## src/rtl/clb_pkg.sv

```systemverilog
// Shared types and sizes for the clb_ecb block sequencer.
// Used by clb_ecb_seq, clb_out_reg and clb_ecb_seq_if.
package clb_pkg;

  localparam int BLK_W      = 128;
  localparam int KEY_W      = 256;
  localparam int CLB_ROUNDS = 24;

  typedef enum logic [1:0] {
    ST_IDLE = 2'd0,
    ST_LOAD = 2'd1,
    ST_RUN  = 2'd2
  } clb_state_t;

endpackage

```

## src/rtl/clb_ecb_seq_if.sv

```systemverilog
// 128-bit valid/ready block stream.
// master drives data/valid, slave drives ready.
interface clb_ecb_seq_if;
  import clb_pkg::*;

  logic [BLK_W-1:0] data;
  logic             valid;
  logic             ready;

  modport master (
    output data,
    output valid,
    input  ready
  );

  modport slave (
    input  data,
    input  valid,
    output ready
  );

endinterface

```

## src/rtl/clb_out_reg.sv

```systemverilog
// Ciphertext holding register with valid/ready drain.
// A capture in the same cycle as a drain wins and keeps valid high.
module clb_out_reg
  import clb_pkg::*;
(
  input  logic             clk,
  input  logic             rst,
  input  logic             i_cap,
  input  logic [BLK_W-1:0] i_data,
  input  logic             i_ready,
  output logic             o_valid,
  output logic [BLK_W-1:0] o_data
);

  logic             r_valid;
  logic [BLK_W-1:0] r_data;

  always_ff @(posedge clk or negedge rst) begin
    if (!rst) begin
      r_valid <= 1'b0;
      r_data  <= '0;
    end else if (i_cap) begin
      r_valid <= 1'b1;
      r_data  <= i_data;
    end else if (r_valid && i_ready) begin
      r_valid <= 1'b0;
    end
  end

  assign o_valid = r_valid;
  assign o_data  = r_data;

endmodule

```

## src/rtl/clb_ecb_seq.sv

```systemverilog
// Streams blocks through the single-shot clb_ecb core.
// Define CLB_SEQ_CBC_EN to build the CBC chaining register.
module clb_ecb_seq
  import clb_pkg::*;
#(
  parameter int ROUNDS   = CLB_ROUNDS,
  parameter int WAIT_MAX = 31,
  parameter int CNT_W    = 16
) (
  input  logic             clk,
  input  logic             rst,
  input  logic [KEY_W-1:0] key_in,
  input  logic             key_we,
  clb_ecb_seq_if.slave     s_in,
  clb_ecb_seq_if.master    m_out,
  output logic             core_rst,
  output logic [BLK_W-1:0] core_textin,
  output logic [KEY_W-1:0] core_key,
  input  logic [BLK_W-1:0] core_textout,
  input  logic             core_enable,
  output logic             busy,
  output logic             err_timeout,
  output logic [CNT_W-1:0] blk_cnt
);

  localparam int WW = $clog2(WAIT_MAX + 1);

  clb_state_t       r_state;
  logic             r_rdy;
  logic             r_crst;
  logic             r_err;
  logic [BLK_W-1:0] r_text;
  logic [KEY_W-1:0] r_key;
  logic [CNT_W-1:0] r_cnt;
  logic [WW-1:0]    r_wait;

  logic             w_acc;
  logic             w_kwe;
  logic             w_cap;
  logic             w_tmo;
  logic             w_drain;
  logic             w_ovalid;
  logic [BLK_W-1:0] w_odata;
  logic [BLK_W-1:0] w_blk;

  assign w_acc   = (r_state == ST_IDLE) && s_in.valid && r_rdy;
  assign w_kwe   = (r_state == ST_IDLE) && key_we;
  // a finished core waits in RUN until the output slot frees
  assign w_cap   = (r_state == ST_RUN) && core_enable &&
                   (!w_ovalid || m_out.ready);
  assign w_tmo   = (r_state == ST_RUN) && !core_enable &&
                   (r_wait == WW'(WAIT_MAX - 1));
  assign w_drain = w_ovalid && m_out.ready;

`ifdef CLB_SEQ_CBC_EN
  logic [BLK_W-1:0] r_chain;

  always_ff @(posedge clk or negedge rst) begin
    if (!rst) begin
      r_chain <= '0;
    end else if (w_kwe) begin
      r_chain <= key_in[BLK_W-1:0];
    end else if (w_cap) begin
      r_chain <= core_textout;
    end
  end

  assign w_blk = s_in.data ^ r_chain;
`else
  assign w_blk = s_in.data;
`endif

  always_ff @(posedge clk or negedge rst) begin
    if (!rst) begin
      r_state <= ST_IDLE;
      r_rdy   <= 1'b0;
      r_crst  <= 1'b0;
      r_err   <= 1'b0;
      r_text  <= '0;
      r_key   <= '0;
      r_cnt   <= '0;
      r_wait  <= '0;
    end else begin
      if (w_kwe) r_key <= key_in;
      if (w_drain) r_cnt <= r_cnt + 1'b1;
      unique case (r_state)
        ST_IDLE: begin
          r_rdy  <= 1'b1;
          r_crst <= 1'b0;
          if (w_acc) begin
            r_text  <= w_blk;
            r_rdy   <= 1'b0;
            r_state <= ST_LOAD;
          end
        end
        ST_LOAD: begin
          r_wait  <= '0;
          r_crst  <= 1'b1;
          r_state <= ST_RUN;
        end
        ST_RUN: begin
          if (w_cap || w_tmo) begin
            r_state <= ST_IDLE;
            r_crst  <= 1'b0;
            r_rdy   <= 1'b1;
            if (w_tmo) r_err <= 1'b1;
          end else if (!core_enable) begin
            r_wait <= r_wait + 1'b1;
          end
        end
        default: begin
          r_state <= ST_IDLE;
          r_crst  <= 1'b0;
          r_rdy   <= 1'b0;
        end
      endcase
    end
  end

  clb_out_reg u_out (
    .clk     (clk),
    .rst     (rst),
    .i_cap   (w_cap),
    .i_data  (core_textout),
    .i_ready (m_out.ready),
    .o_valid (w_ovalid),
    .o_data  (w_odata)
  );

  assign s_in.ready   = r_rdy;
  assign m_out.valid  = w_ovalid;
  assign m_out.data   = w_odata;
  assign core_rst     = r_crst;
  assign core_textin  = r_text;
  assign core_key     = r_key;
  assign busy         = (r_state != ST_IDLE);
  assign err_timeout  = r_err;
  assign blk_cnt      = r_cnt;

endmodule

```

## src/flat_wrapper.sv

```systemverilog
// flat-port wrapper written by rule: the top's interface ports become plain ports
module clb_ecb_seq_flat import clb_pkg::*;
#(
  parameter int ROUNDS   = CLB_ROUNDS,
  parameter int WAIT_MAX = 31,
  parameter int CNT_W    = 16
)
  (clk, rst, key_in, key_we, core_rst, core_textin, core_key, core_textout, core_enable, busy, err_timeout, blk_cnt, s_in_data, s_in_valid, s_in_ready, m_out_data, m_out_valid, m_out_ready);
  clb_ecb_seq_if s_in_i ();
  clb_ecb_seq_if m_out_i ();
  input  logic clk;
  input  logic rst;
  input  logic [KEY_W-1:0] key_in;
  input  logic key_we;
  output logic core_rst;
  output logic [BLK_W-1:0] core_textin;
  output logic [KEY_W-1:0] core_key;
  input  logic [BLK_W-1:0] core_textout;
  input  logic core_enable;
  output logic busy;
  output logic err_timeout;
  output logic [CNT_W-1:0] blk_cnt;
  input wire logic [$bits(s_in_i.data)-1:0] s_in_data;
  input wire logic [$bits(s_in_i.valid)-1:0] s_in_valid;
  output wire logic [$bits(s_in_i.ready)-1:0] s_in_ready;
  output wire logic [$bits(m_out_i.data)-1:0] m_out_data;
  output wire logic [$bits(m_out_i.valid)-1:0] m_out_valid;
  input wire logic [$bits(m_out_i.ready)-1:0] m_out_ready;
  assign s_in_i.data = s_in_data;
  assign s_in_i.valid = s_in_valid;
  assign s_in_ready = s_in_i.ready;
  assign m_out_data = m_out_i.data;
  assign m_out_valid = m_out_i.valid;
  assign m_out_i.ready = m_out_ready;
  clb_ecb_seq #(.ROUNDS(ROUNDS), .WAIT_MAX(WAIT_MAX), .CNT_W(CNT_W)) u_core (.clk(clk), .rst(rst), .key_in(key_in), .key_we(key_we), .s_in(s_in_i), .m_out(m_out_i), .core_rst(core_rst), .core_textin(core_textin), .core_key(core_key), .core_textout(core_textout), .core_enable(core_enable), .busy(busy), .err_timeout(err_timeout), .blk_cnt(blk_cnt));
endmodule
```

## config.mk

```make
export PLATFORM = sky130hd
export DESIGN_NAME = clb_ecb_seq_flat
export DESIGN_NICKNAME = d
export VERILOG_FILES = /design/src/rtl/clb_pkg.sv /design/src/rtl/clb_ecb_seq_if.sv /design/src/rtl/clb_out_reg.sv /design/src/rtl/clb_ecb_seq.sv /design/src/flat_wrapper.sv
export SDC_FILE = /design/constraint.sdc
export NUM_CORES = 1
export LEC_CHECK = 0
export CAP_MARGIN = 20
export CORE_AREA = 2 2 409 411
export CTS_CLUSTER_DIAMETER = 100
export DETAILED_ROUTE_END_ITERATION = 8
export DIE_AREA = 0 0 411 413
export HOLD_SLACK_MARGIN = 0.03
export PLACE_DENSITY_LB_ADDON = 0.3
export RECOVER_POWER = 50
export SLEW_MARGIN = 20
export SYNTH_ARGS = -nofsm -noshare
export SYNTH_HDL_FRONTEND = slang
export SYNTH_HIERARCHICAL = 1
export SYNTH_SLANG_ARGS = --single-unit
```

## constraint.sdc

```tcl
create_clock -name clk -period 3.25 [get_ports clk]
set_input_delay 0.8125 -clock clk [delete_from_list [all_inputs] [get_ports clk]]
set_output_delay 0.8125 -clock clk [all_outputs]
set_load 0.01 [all_outputs]
```

=== Yosys cells after proc, flatten, opt, wreduce, memory -nomap -nowiden ===
Index checks and enable logic that the tools add are counted.

* Register bits: 539
* Output and inout port bits: 533
* Word-level logic and storage cells: 54

* Add/subtract/negate cells: 2
* Equality and inequality tests: 7
* Multiplexer cells: 13
* Bitwise operators: 1
* Reductions and logical operators: 21

{| class="wikitable"
|+ Operators with widths
! operator !! number
|-
| $add A16 B1 Y16 const B || 1
|-
| $mux W5 || 2
|-
| $pmux W5 S2 || 1
|-
| $logic_and A1 B1 Y1 || 8
|-
| $ne A2 B2 Y1 const B || 3
|-
| $pmux W2 S3 || 1
|-
| $reduce_and A2 Y1 || 3
|-
| $reduce_and A3 Y1 || 2
|-
| $reduce_bool A2 Y1 || 3
|-
| $add A5 B1 Y5 const B || 1
|-
| $eq A5 B5 Y1 const B || 1
|-
| $mux W1 || 5
|-
| $mux W2 || 2
|-
| $pmux W1 S3 || 1
|-
| $eq A2 B1 Y1 const B || 1
|-
| $eq A2 B2 Y1 const B || 1
|-
| $logic_not A1 Y1 || 2
|-
| $logic_not A2 Y1 || 1
|-
| $logic_or A1 B1 Y1 || 2
|-
| $ne A2 B1 Y1 const B || 1
|-
| $pmux W1 S2 || 1
|-
| $not A1 Y1 || 1
|}

=== Longest topological paths before layout ===
Gate-level depths: netlist (run 1).

* Word-level depth: 6
* Depth in mapped cells: 6
* Gate-level depth less buffers: 6

=== Modules after synthesis ===
The synthesis (run 1) kept the hierarchy.

{| class="wikitable"
|+ By module, submodules not included
! module !! times used !! cells each !! area each (um^2) !! sequential area each (um^2)
|-
| clb_ecb_seq || 1 || 926 || 15623.7 || 10259.8
|-
| clb_out_reg || 1 || 273 || 4832.1 || 3228.1
|}

=== Least setup slack after synthesis (run 1) ===
No wires, ideal clock.

* Path type: input to register
* Start: in m_out_ready
* End: reg u_core.u_out.r_data[100], in the netlist u_core/u_out/o_data[100]
* Arrival: 1.762 ns
* Required time: 3.125 ns
* Path slack: 1.363 ns
* Stages: 5
* Buffers on the path: 2
* Cell sequence: o21ai_0 nor2_1 buf_6 buf_6 mux2_2

* Longest elaborated chain between the ends: 2

{| class="wikitable"
|+ RTL lines
! item !! RTL line !! RTL
|-
| start, declared || flat_wrapper.sv:28 || <nowiki>input wire logic [$bits(m_out_i.ready)-1:0] m_out_ready;</nowiki>
|-
| $logic_or A1 B1 Y1 || clb_ecb_seq.sv:50 || <nowiki>(!w_ovalid || m_out.ready);</nowiki>
|-
| $logic_and A1 B1 Y1 || clb_ecb_seq.sv:49 || <nowiki>assign w_cap = (r_state == ST_RUN) && core_enable &&</nowiki>
|-
| via u_core.w_cap || clb_ecb_seq.sv:39 || <nowiki>logic w_cap;</nowiki>
|-
| end signal, assigned || clb_out_reg.sv:24 || <nowiki>r_data <= i_data;</nowiki>
|-
| end, declared || clb_out_reg.sv:16 || <nowiki>logic [BLK_W-1:0] r_data;</nowiki>
|}

The timed path passes the listed nets, and every way through them passes these cells.
A chain may end at the register's enable or synchronous reset.

=== Final worst setup path (run 1) ===
* Start: reg u_core.r_state[1]
* End: out busy

* Longest elaborated chain between the ends: 1

{| class="wikitable"
|+ RTL lines
! item !! RTL line !! RTL
|-
| start, declared || clb_ecb_seq.sv:28 || <nowiki>clb_state_t r_state;</nowiki>
|-
| start signal, assigned || clb_ecb_seq.sv:75 || <nowiki>r_state <= ST_IDLE;</nowiki>
|-
| start signal, assigned || clb_ecb_seq.sv:93 || <nowiki>r_state <= ST_LOAD;</nowiki>
|-
| start signal, assigned || clb_ecb_seq.sv:99 || <nowiki>r_state <= ST_RUN;</nowiki>
|-
| $reduce_bool A2 Y1 || clb_ecb_seq.sv:136 || <nowiki>assign busy = (r_state != ST_IDLE);</nowiki>
|-
| end, declared || flat_wrapper.sv:20 || <nowiki>output logic busy;</nowiki>
|}

Every way passes these cells.

==> report_table.html, run 1 <==
<table>
<tr><th>Metric</th><th>Value</th></tr>
<tr><th colspan="2">Synthesis</th></tr>
<tr><td>Most area-consuming cells after synthesis</td><td>sky130_fd_sc_hd__dfrtp_1 (66%), sky130_fd_sc_hd__mux2_2 (20%), sky130_fd_sc_hd__mux2_1 (8.3%)</td></tr>
<tr><td>Post-synthesis instance area</td><td>approximately 20000 um^2</td></tr>
<tr><td>Number of warnings issued by yosys</td><td>6</td></tr>
<tr><td>Synth Net Count</td><td>roughly 1700</td></tr>
<tr><td>Leading area contributor after synthesis</td><td>sky130_fd_sc_hd__dfrtp_1</td></tr>
<tr><td>Post-Synthesis Cells</td><td>1199</td></tr>
<tr><td>Count of different cell masters after synthesis</td><td>35</td></tr>
<tr><td>Synthesized area per cell</td><td>roughly 17 um^2</td></tr>
<tr><td>Sequential fraction of the synthesis area</td><td>~66%</td></tr>
<tr><td>Synth top area share</td><td>65.9%</td></tr>
<tr><td>Synth Register Bits</td><td>between 500 and 600</td></tr>
<tr><th colspan="2">Setup path</th></tr>
<tr><td>Endpoint class of the critical path</td><td>primary output</td></tr>
<tr><td>WP data arrival</td><td>between 2000 and 2500 ps</td></tr>
<tr><td>Kind of start point of the critical path</td><td>flip-flop</td></tr>
<tr><td>Delay contributed by the slowest stage of the critical path</td><td>~590 ps</td></tr>
<tr><td>Reg2Reg Depth</td><td>5</td></tr>
<tr><td>Worst EP required</td><td>2440 ps</td></tr>
<tr><td>Crit path max-delay cell type</td><td>sky130_fd_sc_hd__dfrtp_1</td></tr>
<tr><td>Cells along the critical path</td><td>or2_4 -&gt; clkdlybuf4s50_1</td></tr>
<tr><td>WS Path Type</td><td>flip-flop to primary output</td></tr>
<tr><td>Maximum net fanout on the critical path</td><td>13</td></tr>
<tr><th colspan="2">STA</th></tr>
<tr><td>Period Utilization, post-route</td><td>89.5%</td></tr>
<tr><td>PnR worst setup slack</td><td>roughly 340 ps</td></tr>
<tr><td>Setup TNS after final layout</td><td>0 ps</td></tr>
<tr><td>Worst slew slack as a fraction of its limit</td><td>-18.4%</td></tr>
<tr><td>Clock skew after layout</td><td>~32 ps</td></tr>
<tr><td>Worst Tran Pin Value</td><td>~1800 ps</td></tr>
<tr><td>Fmax</td><td>344 MHz</td></tr>
<tr><td>Endpoints failing hold</td><td>0</td></tr>
<tr><td>RSZ-0062 raised after global routing</td><td>false</td></tr>
<tr><td>Number of endpoints failing setup at the final stage</td><td>0</td></tr>
<tr><td>Period minus WS final</td><td>between 2000 and 3000 ps</td></tr>
<tr><td>Max-slew violation count</td><td>45</td></tr>
<tr><th colspan="2">Finish</th></tr>
<tr><td>Total Nets Final</td><td>roughly 2800</td></tr>
<tr><td>Final Cell Area</td><td>about 36000 um^2</td></tr>
<tr><td>Ratio of cells with drive above 1 in the final layout</td><td>21.3%</td></tr>
<tr><td>Sequential standard cell area</td><td>13500 um^2</td></tr>
<tr><td>Multi-input combinational cell area</td><td>6310 um^2</td></tr>
<tr><td>Number of non-filler instances in the completed layout</td><td>roughly 4600</td></tr>
<tr><td>Most frequent standard cell in the layout excluding fill and tap cells</td><td>sky130_fd_sc_hd__clkdlybuf4s50_1</td></tr>
<tr><td># fillers</td><td>17817</td></tr>
<tr><td>Area growth syn-to-layout</td><td>75.8%</td></tr>
<tr><td>Most frequent cells in the layout</td><td>sky130_fd_sc_hd__clkdlybuf4s50_1 (1048), sky130_fd_sc_hd__dfrtp_1 (539), sky130_fd_sc_hd__mux2_2 (363)</td></tr>
<tr><th colspan="2">Run status</th></tr>
<tr><td>Status</td><td>finished, violations left</td></tr>
<tr><td>Violated checks</td><td>capacitance limit, slew limit</td></tr>
<tr><th colspan="2">Global route</th></tr>
<tr><td>Initial antenna violation count</td><td>19</td></tr>
<tr><td>Grt ovf</td><td>0</td></tr>
<tr><td>Global routing usage summed across all routing layers</td><td>a little over a tenth</td></tr>
<tr><td>Pin count of the biggest net entering global routing</td><td>50</td></tr>
<tr><td>Number of global-route vias before repair</td><td>~16000</td></tr>
<tr><td>First-pass GRT wire length</td><td>130 mm</td></tr>
<tr><th colspan="2">Power and ir drop</th></tr>
<tr><td>Pwr Total</td><td>between 30 and 40 mW</td></tr>
<tr><td>Leakage power figure</td><td>approximately 14 nW</td></tr>
<tr><td>Worst ir drop on vdd</td><td>roughly 0.00053 V</td></tr>
<tr><td>Power density normalized to cell area</td><td>roughly 1000 nW/um^2</td></tr>
<tr><th colspan="2">Route</th></tr>
<tr><td>Met2 Routed Length</td><td>between 50 and 60 mm</td></tr>
<tr><td>Wire length the detailed router placed on met1</td><td>roughly 35 mm</td></tr>
<tr><td>Overall routed net length</td><td>96.4 mm</td></tr>
<tr><td>Top layer in use</td><td>met4</td></tr>
<tr><td>Number of optimization iterations in the first detailed-route pass</td><td>6</td></tr>
<tr><td>Per-cell via count in the routed design</td><td>around 3.2</td></tr>
<tr><td>Average wire per standard cell</td><td>between 20 and 25 um</td></tr>
<tr><td>DRC violation total after the first TritonRoute iteration</td><td>around 470</td></tr>
<tr><td>Remaining DRCs</td><td>0</td></tr>
<tr><td>Total number of vias</td><td>around 15000</td></tr>
<tr><td>Final antenna-violating net count</td><td>0</td></tr>
<tr><td>Met3 wire len</td><td>approximately 7.8 mm</td></tr>
<tr><th colspan="2">Clocking</th></tr>
<tr><td>H-tree depth</td><td>3</td></tr>
<tr><td>Worst-skew pair later-pin latency</td><td>680 ps</td></tr>
<tr><td>Clock buffer count from CTS</td><td>roughly 70</td></tr>
<tr><td>Number of gates resized after cts</td><td>0</td></tr>
<tr><td>CTS max path bufs</td><td>3</td></tr>
<tr><td>Clock Sink Count</td><td>539</td></tr>
<tr><td>Buffer count from post-CTS setup fixing</td><td>0</td></tr>
<tr><td>Clock tree from TritonCTS</td><td>yes</td></tr>
<tr><td>Clock transition at the registers of the reported paths</td><td>about 50 ps</td></tr>
<tr><td>Cell at the root of the clock tree</td><td>sky130_fd_sc_hd__clkbuf_16</td></tr>
<tr><td>Hold-fix buffers at CTS</td><td>1</td></tr>
<tr><th colspan="2">Min path</th></tr>
<tr><td>Count of cells along the worst hold path</td><td>2</td></tr>
<tr><td>Path class of the lowest-slack min-delay path</td><td>flip-flop to flip-flop</td></tr>
<tr><th colspan="2">Floorplanning</th></tr>
<tr><td>Core area</td><td>about 170000 um^2</td></tr>
<tr><td>Number of rows in the core area</td><td>150</td></tr>
<tr><td>I/O pin count</td><td>1051</td></tr>
<tr><td>Die Span X</td><td>411 um</td></tr>
<tr><td>Die height</td><td>between 400 and 500 um</td></tr>
<tr><td>Effective utilization at floorplan</td><td>around 12%</td></tr>
<tr><td>Die Footprint</td><td>roughly 170000 um^2</td></tr>
<tr><th colspan="2">Placement</th></tr>
<tr><td>Post-placement worst setup slack</td><td>421 ps</td></tr>
<tr><td>Final HPWL DP</td><td>a little under 80 mm</td></tr>
<tr><td>Routability Congestion</td><td>0.779</td></tr>
<tr><td>Dpl cells</td><td>about 4500</td></tr>
<tr><td>Number of buffers inserted by port buffering</td><td>about 1100</td></tr>
<tr><td>Instance area after placement</td><td>approximately 34000 um^2</td></tr>
<tr><th colspan="2">Job</th></tr>
<tr><td>Number of max-cap violations</td><td>1</td></tr>
</table>
-- metrics by stage --
step	utilization, %	hold WS [ps]
2_1_floorplan	-	490
3_3_place_gp	20.4	462
3_5_place_dp	20.4	474
4_1_cts	21.8	486
5_1_grt	21.7	497
6_report	21.7	481
-- logic make-up after synthesis --
| group | share of synthesized area, % |
|---|---|
| flip-flops | 65.9 |
| multiplexers | 28.2 |
| buffers and inverters | 3.17 |
| AND/OR/NAND/NOR | 1.13 |
| AO/OA/AOI/OAI | 0.648 |
| XOR/XNOR | 0.642 |
| adder cells (fa/ha/maj) | 0.232 |
-- worst max-delay path, delay by kind of cell, from the launching register on --
family / cells / cell delay, ps
AND/OR/NAND/NOR: 1 / 260
buffers and inverters: 1 / 570
flip-flops: 1 / 590
-- metal layers --
| layer | global-route usage [%] | up-vias |
|---|---|---|
| met1 | 11.7 | 7438 |
| met4 | 2.68 | 0 |
| met3 | 4.21 | 113 |
| met5 | 0 | - |
| met2 | 20.1 | 537 |
| li1 | - | 6521 |
-- worst paths after layout --
path,end,from,slack (ps)
max in group asynchronous,u_core/core_textin[86],rst,420
setup / recovery,busy,u_core/r_state[1],340
hold reg to reg,u_core/err_timeout,u_core/err_timeout,480
hold / removal,u_core/err_timeout,u_core/err_timeout,480
setup reg to reg,u_core/core_key[138],u_core/r_state[1],410
min in group asynchronous,u_core/u_out/o_data[34],rst,1120
-- sequential cells by signal (all words and copies together), names as in the netlist --
signal / flops
u_core/core_key: 256
u_core/core_textin: 128
u_core/u_out/o_data: 128
u_core/blk_cnt: 16
u_core/r_wait: 5
u_core/r_state: 2
u_core/core_rst: 1
u_core/err_timeout: 1
u_core/s_in.ready: 1
u_core/u_out/o_valid: 1
-- layout make-up --
type                    count  area share (%)
repair buffers           1107            30.5
diodes                     12          0.0835
inverters                  10           0.104
multi-input cells         592            17.6
clock inverters            22           0.804
clock buffers             105            5.78
well taps                2204            7.67
flip-flops and latches    539            37.5
-- Yosys cell counts, drive strengths merged --
master / instances
o31ai: 2
maj3: 1
mux2: 513
nand2b: 2
inv: 10
clkbuf: 2
nor3: 3
a21boi: 1
nor2b: 2
o2bb2ai: 1
and3: 6
a22o: 3
a211oi: 1
nand3: 4
nor3b: 1
nand4: 4
a21oi: 2
nor2: 6
o21ai: 4
nand2: 10
xor2: 6
xnor2: 9
a21o: 1
dfrtp: 539
buf: 56
a311oi: 1
a221oi: 1
ha: 3
or2: 1
a31oi: 2
and4: 2
-- power by group --
part	switching [mW]	internal, mW	total (mW)
logic	6.37	9.20	15.6
registers	2.13	10.1	12.2
clock network	3.31	4.72	8.03
Note: power is estimated with default switching activity, not from simulation.
==> inputs of run 2 (changes only) <==
--- a/config.mk
+++ b/config.mk
@@ -13,6 +13,7 @@
 export HOLD_SLACK_MARGIN = 0.03
 export PLACE_DENSITY_LB_ADDON = 0.3
 export RECOVER_POWER = 50
+export SETUP_SLACK_MARGIN = 0.15
 export SLEW_MARGIN = 20
 export SYNTH_ARGS = -nofsm -noshare
 export SYNTH_HDL_FRONTEND = slang
==> results of run 2 <==
Final layout, timing and power as in run 1 (identical DEF).
==> inputs of run 3 (changes only) <==
--- a/config.mk
+++ b/config.mk
@@ -11,7 +11,7 @@
 export DETAILED_ROUTE_END_ITERATION = 8
 export DIE_AREA = 0 0 411 413
 export HOLD_SLACK_MARGIN = 0.03
-export PLACE_DENSITY_LB_ADDON = 0.3
+export PLACE_DENSITY = 0.34
 export RECOVER_POWER = 50
 export SETUP_SLACK_MARGIN = 0.15
 export SLEW_MARGIN = 20
==> run 3 against run 2 <==
The run still ends with capacitance limit, slew limit left. Clock skew shrank 4.8 ps. Flip-flop and latch count is the same. Clock power grew 10%. Critical path type is now flip-flop to flip-flop.
==> report_table.html, run 3 (synthesis results as in run 1) <==
<table>
<tr><th>Metric</th><th>Value</th></tr>
<tr><th colspan="2">STA</th></tr>
<tr><td>Worst-case hold slack</td><td>473 ps (-7.44 ps)</td></tr>
<tr><td>RSZ-0062 raised after global routing</td><td>false</td></tr>
<tr><td>Number of endpoints failing setup at the final stage</td><td>0 (unchanged)</td></tr>
<tr><td>Worst Tran Pin Value</td><td>2640 ps (+866 ps)</td></tr>
<tr><td>Max-slew violation count</td><td>88 (+96%)</td></tr>
<tr><td>Clock skew after layout</td><td>27.3 ps (-4.84 ps)</td></tr>
<tr><td>Setup TNS after final layout</td><td>0 ps (unchanged)</td></tr>
<tr><td>Fmax</td><td>344 MHz (about the same)</td></tr>
<tr><td>Period minus WS final</td><td>2910 ps (-0.292 ps)</td></tr>
<tr><td>Endpoints failing hold</td><td>0 (unchanged)</td></tr>
<tr><td>Period Utilization, post-route</td><td>89.5% (about the same)</td></tr>
<tr><td>Worst slew slack as a fraction of its limit</td><td>-76.2% (-58 points)</td></tr>
<tr><th colspan="2">Setup path</th></tr>
<tr><td>Reg2Reg Depth</td><td>4 (-1)</td></tr>
<tr><td>Crit path max-delay cell type</td><td>sky130_fd_sc_hd__clkbuf_1</td></tr>
<tr><td>Worst EP required</td><td>3770 ps (+1330 ps)</td></tr>
<tr><td>Worst r2r dst</td><td>u_core/core_textin[86]</td></tr>
<tr><td>Flop2flop setup slack</td><td>340 ps (-70 ps)</td></tr>
<tr><td>Reg2Reg Launch Point</td><td>u_core/r_state[0]</td></tr>
<tr><td>Delay contributed by the slowest stage of the critical path</td><td>1300 ps (+710 ps)</td></tr>
<tr><td>WP data arrival</td><td>3430 ps (+1330 ps)</td></tr>
<tr><td>Cells along the critical path</td><td>or2_4 -&gt; nor2_4 -&gt; clkbuf_1 -&gt; mux2_2</td></tr>
<tr><td>Kind of start point of the critical path</td><td>flip-flop</td></tr>
<tr><td>Endpoint class of the critical path</td><td>flip-flop</td></tr>
<tr><td>Maximum net fanout on the critical path</td><td>30 (+17)</td></tr>
<tr><td>WS Path Type</td><td>flip-flop to flip-flop</td></tr>
<tr><th colspan="2">Finish</th></tr>
<tr><td>Final Cell Area</td><td>36400 um^2 (+1.1%)</td></tr>
<tr><td>Area growth syn-to-layout</td><td>77.7%</td></tr>
<tr><td>Most frequent standard cell in the layout excluding fill and tap cells</td><td>sky130_fd_sc_hd__clkdlybuf4s50_1</td></tr>
<tr><td>Number of flip-flops under the largest register name</td><td>256 (unchanged)</td></tr>
<tr><td># fillers</td><td>17671 (-0.82%)</td></tr>
<tr><td>Ratio of cells with drive above 1 in the final layout</td><td>22.4% (+1.1 points)</td></tr>
<tr><td>Most frequent cells in the layout</td><td>sky130_fd_sc_hd__clkdlybuf4s50_1 (1047), sky130_fd_sc_hd__dfrtp_1 (539), sky130_fd_sc_hd__mux2_2 (363)</td></tr>
<tr><td>Total Nets Final</td><td>2842 (-0.035%)</td></tr>
<tr><th colspan="2">Clocking</th></tr>
<tr><td>Clock Sink Count</td><td>539 (unchanged)</td></tr>
<tr><td>Number of gates resized after cts</td><td>0 (unchanged)</td></tr>
<tr><td>CTS max path bufs</td><td>3 (unchanged)</td></tr>
<tr><td>Cell at the root of the clock tree</td><td>sky130_fd_sc_hd__clkbuf_16</td></tr>
<tr><td>Clock tree from TritonCTS</td><td>yes</td></tr>
<tr><td>Buffer count from post-CTS setup fixing</td><td>0 (unchanged)</td></tr>
<tr><td>H-tree depth</td><td>3 (unchanged)</td></tr>
<tr><td>Clock buffer count from CTS</td><td>76 (+5.6%)</td></tr>
<tr><td>Hold-fix buffers at CTS</td><td>0 (-1)</td></tr>
<tr><td>Clock transition at the registers of the reported paths</td><td>60 ps (about the same)</td></tr>
<tr><td>Worst-skew pair later-pin latency</td><td>670 ps (about the same)</td></tr>
<tr><th colspan="2">Floorplanning</th></tr>
<tr><td>Die height</td><td>413 um (unchanged)</td></tr>
<tr><td>Effective utilization at floorplan</td><td>12.3% (unchanged)</td></tr>
<tr><td>Core area</td><td>166000 um^2 (unchanged)</td></tr>
<tr><td>Number of rows in the core area</td><td>150 (unchanged)</td></tr>
<tr><td>I/O pin count</td><td>1051 (unchanged)</td></tr>
<tr><td>Die Footprint</td><td>170000 um^2 (unchanged)</td></tr>
<tr><td>Die Span X</td><td>411 um (unchanged)</td></tr>
<tr><th colspan="2">Global route</th></tr>
<tr><td>Number of global-route vias before repair</td><td>16629 (+6.1%)</td></tr>
<tr><td>Initial antenna violation count</td><td>53 (+34)</td></tr>
<tr><td>First-pass GRT wire length</td><td>138 mm (+6.0%)</td></tr>
<tr><td>Global routing usage summed across all routing layers</td><td>11.6% (+0.61 points)</td></tr>
<tr><td>Grt ovf</td><td>0 (unchanged)</td></tr>
<tr><td>Pin count of the biggest net entering global routing</td><td>65 (+30%)</td></tr>
<tr><th colspan="2">Power and ir drop</th></tr>
<tr><td>Worst ir drop on vdd</td><td>0.000508 V (-3.4%)</td></tr>
<tr><td>Leakage power figure</td><td>14.3 nW (+1.3%)</td></tr>
<tr><td>Power density normalized to cell area</td><td>1010 nW/um^2 (+1.5%)</td></tr>
<tr><th colspan="2">Min path</th></tr>
<tr><td>Launch point of the worst hold path</td><td>u_core/blk_cnt[15]</td></tr>
<tr><td>Count of cells along the worst hold path</td><td>1 (-1)</td></tr>
<tr><td>Hold Path Sink</td><td>u_core/blk_cnt[15]</td></tr>
<tr><td>Path class of the lowest-slack min-delay path</td><td>flip-flop to flip-flop</td></tr>
<tr><th colspan="2">Route</th></tr>
<tr><td>Per-cell via count in the routed design</td><td>3.25 (+2.1%)</td></tr>
<tr><td>Total number of vias</td><td>14973 (+2.5%)</td></tr>
<tr><td>Wire length the detailed router placed on met1</td><td>35.2 mm (+0.37%)</td></tr>
<tr><td>Overall routed net length</td><td>101 mm (+5.1%)</td></tr>
<tr><td>Met3 wire len</td><td>10.7 mm (+36%)</td></tr>
<tr><td>Top layer in use</td><td>met5</td></tr>
<tr><td>DRC violation total after the first TritonRoute iteration</td><td>558 (+20%)</td></tr>
<tr><td>Final antenna-violating net count</td><td>0 (unchanged)</td></tr>
<tr><td>Number of optimization iterations in the first detailed-route pass</td><td>4 (-2)</td></tr>
<tr><td>Remaining DRCs</td><td>0 (unchanged)</td></tr>
<tr><td>Met2 Routed Length</td><td>53.0 mm (+2.9%)</td></tr>
<tr><td>Average wire per standard cell</td><td>22.0 um (+4.8%)</td></tr>
<tr><th colspan="2">Placement</th></tr>
<tr><td>Final HPWL DP</td><td>82.3 mm (+4.5%)</td></tr>
<tr><td>Number of buffers inserted by port buffering</td><td>1050 (unchanged)</td></tr>
<tr><td>Routability Congestion</td><td>0.817 (+5.0%)</td></tr>
<tr><td>Instance area after placement</td><td>33800 um^2 (about the same)</td></tr>
<tr><th colspan="2">Job</th></tr>
<tr><td>Number of max-cap violations</td><td>2 (+1)</td></tr>
<tr><th colspan="2">Run status</th></tr>
<tr><td>Violated checks</td><td>capacitance limit, slew limit</td></tr>
<tr><td>Status</td><td>finished, violations left</td></tr>
</table>
## run 3: cell types whose count changed in the layout (fill, tap and decap cells not counted), sizes merged
cell and change:
buf +12, bufinv +5, clkbuf -9, clkdlybuf4s50 -1, clkinv +1, clkinvlp +3
diode +9, inv -4
## run 3: how the worst max path moves through the flow
stage,endpoint,slack (ps),depth (start not counted),startpoint
2_1_floorplan,u_core/u_out/o_data[100],1360,5,m_out_ready
3_3_place_gp,u_core/u_out/o_data[13],430,6,m_out_ready
3_5_place_dp,u_core/u_out/o_data[9],380,6,core_enable
4_1_cts,busy,230,2,u_core/r_state[1]
5_1_grt,u_core/core_key[247],110,5,u_core/r_state[0]
6_report,u_core/core_textin[86],340,4,u_core/r_state[0]
## run 3: report_power, final
| group | switching [mW] | total, mW | internal, mW |
|---|---|---|---|
| logic | 6.55 | 15.8 | 9.27 |
| registers | 1.99 | 12.1 | 10.1 |
| clock network | 3.36 | 8.85 | 5.48 |
| total | 11.9 | 36.7 | 24.8 |
## run 3: metal layers
| layer | global-route usage, % | vias up |
|---|---|---|
| met4 | 3.38 | 12 |
| met3 | 5.26 | 166 |
| met5 | 0 | - |
| li1 | - | 6535 |
| met2 | 20.9 | 685 |
| met1 | 11.9 | 7575 |
## run 3: metrics by stage
stage	worst slack [ps]	power (mW)	util, %	cells
6_report	341	36.7	21.9	4607
5_1_grt	105	38.9	21.9	4587
4_1_cts	235	37.7	22.0	4586
3_5_place_dp	379	28.5	20.4	4447
3_3_place_gp	427	28.3	20.4	4447
2_1_floorplan	1360	18.1	-	1199
## run 3: area by class of cell
class	count	area (um^2)	area share (%)
multi-input combinational	592	6320	17.4
clock inverter	27	395	1.09
sequential	539	13500	37.1
antenna	21	52.6	0.145
timing repair buffer	1102	11000	30.3
inverter	10	37.5	0.103
clock buffer	112	2270	6.24
tap	2204	2760	7.59
## run 3: critical path: cells and delay by family, from the launching register on
kind / cells / cell delay (ps)
buf+inv: 1 / 1300
flops: 1 / 520
mux: 1 / 440
simple gates: 2 / 500
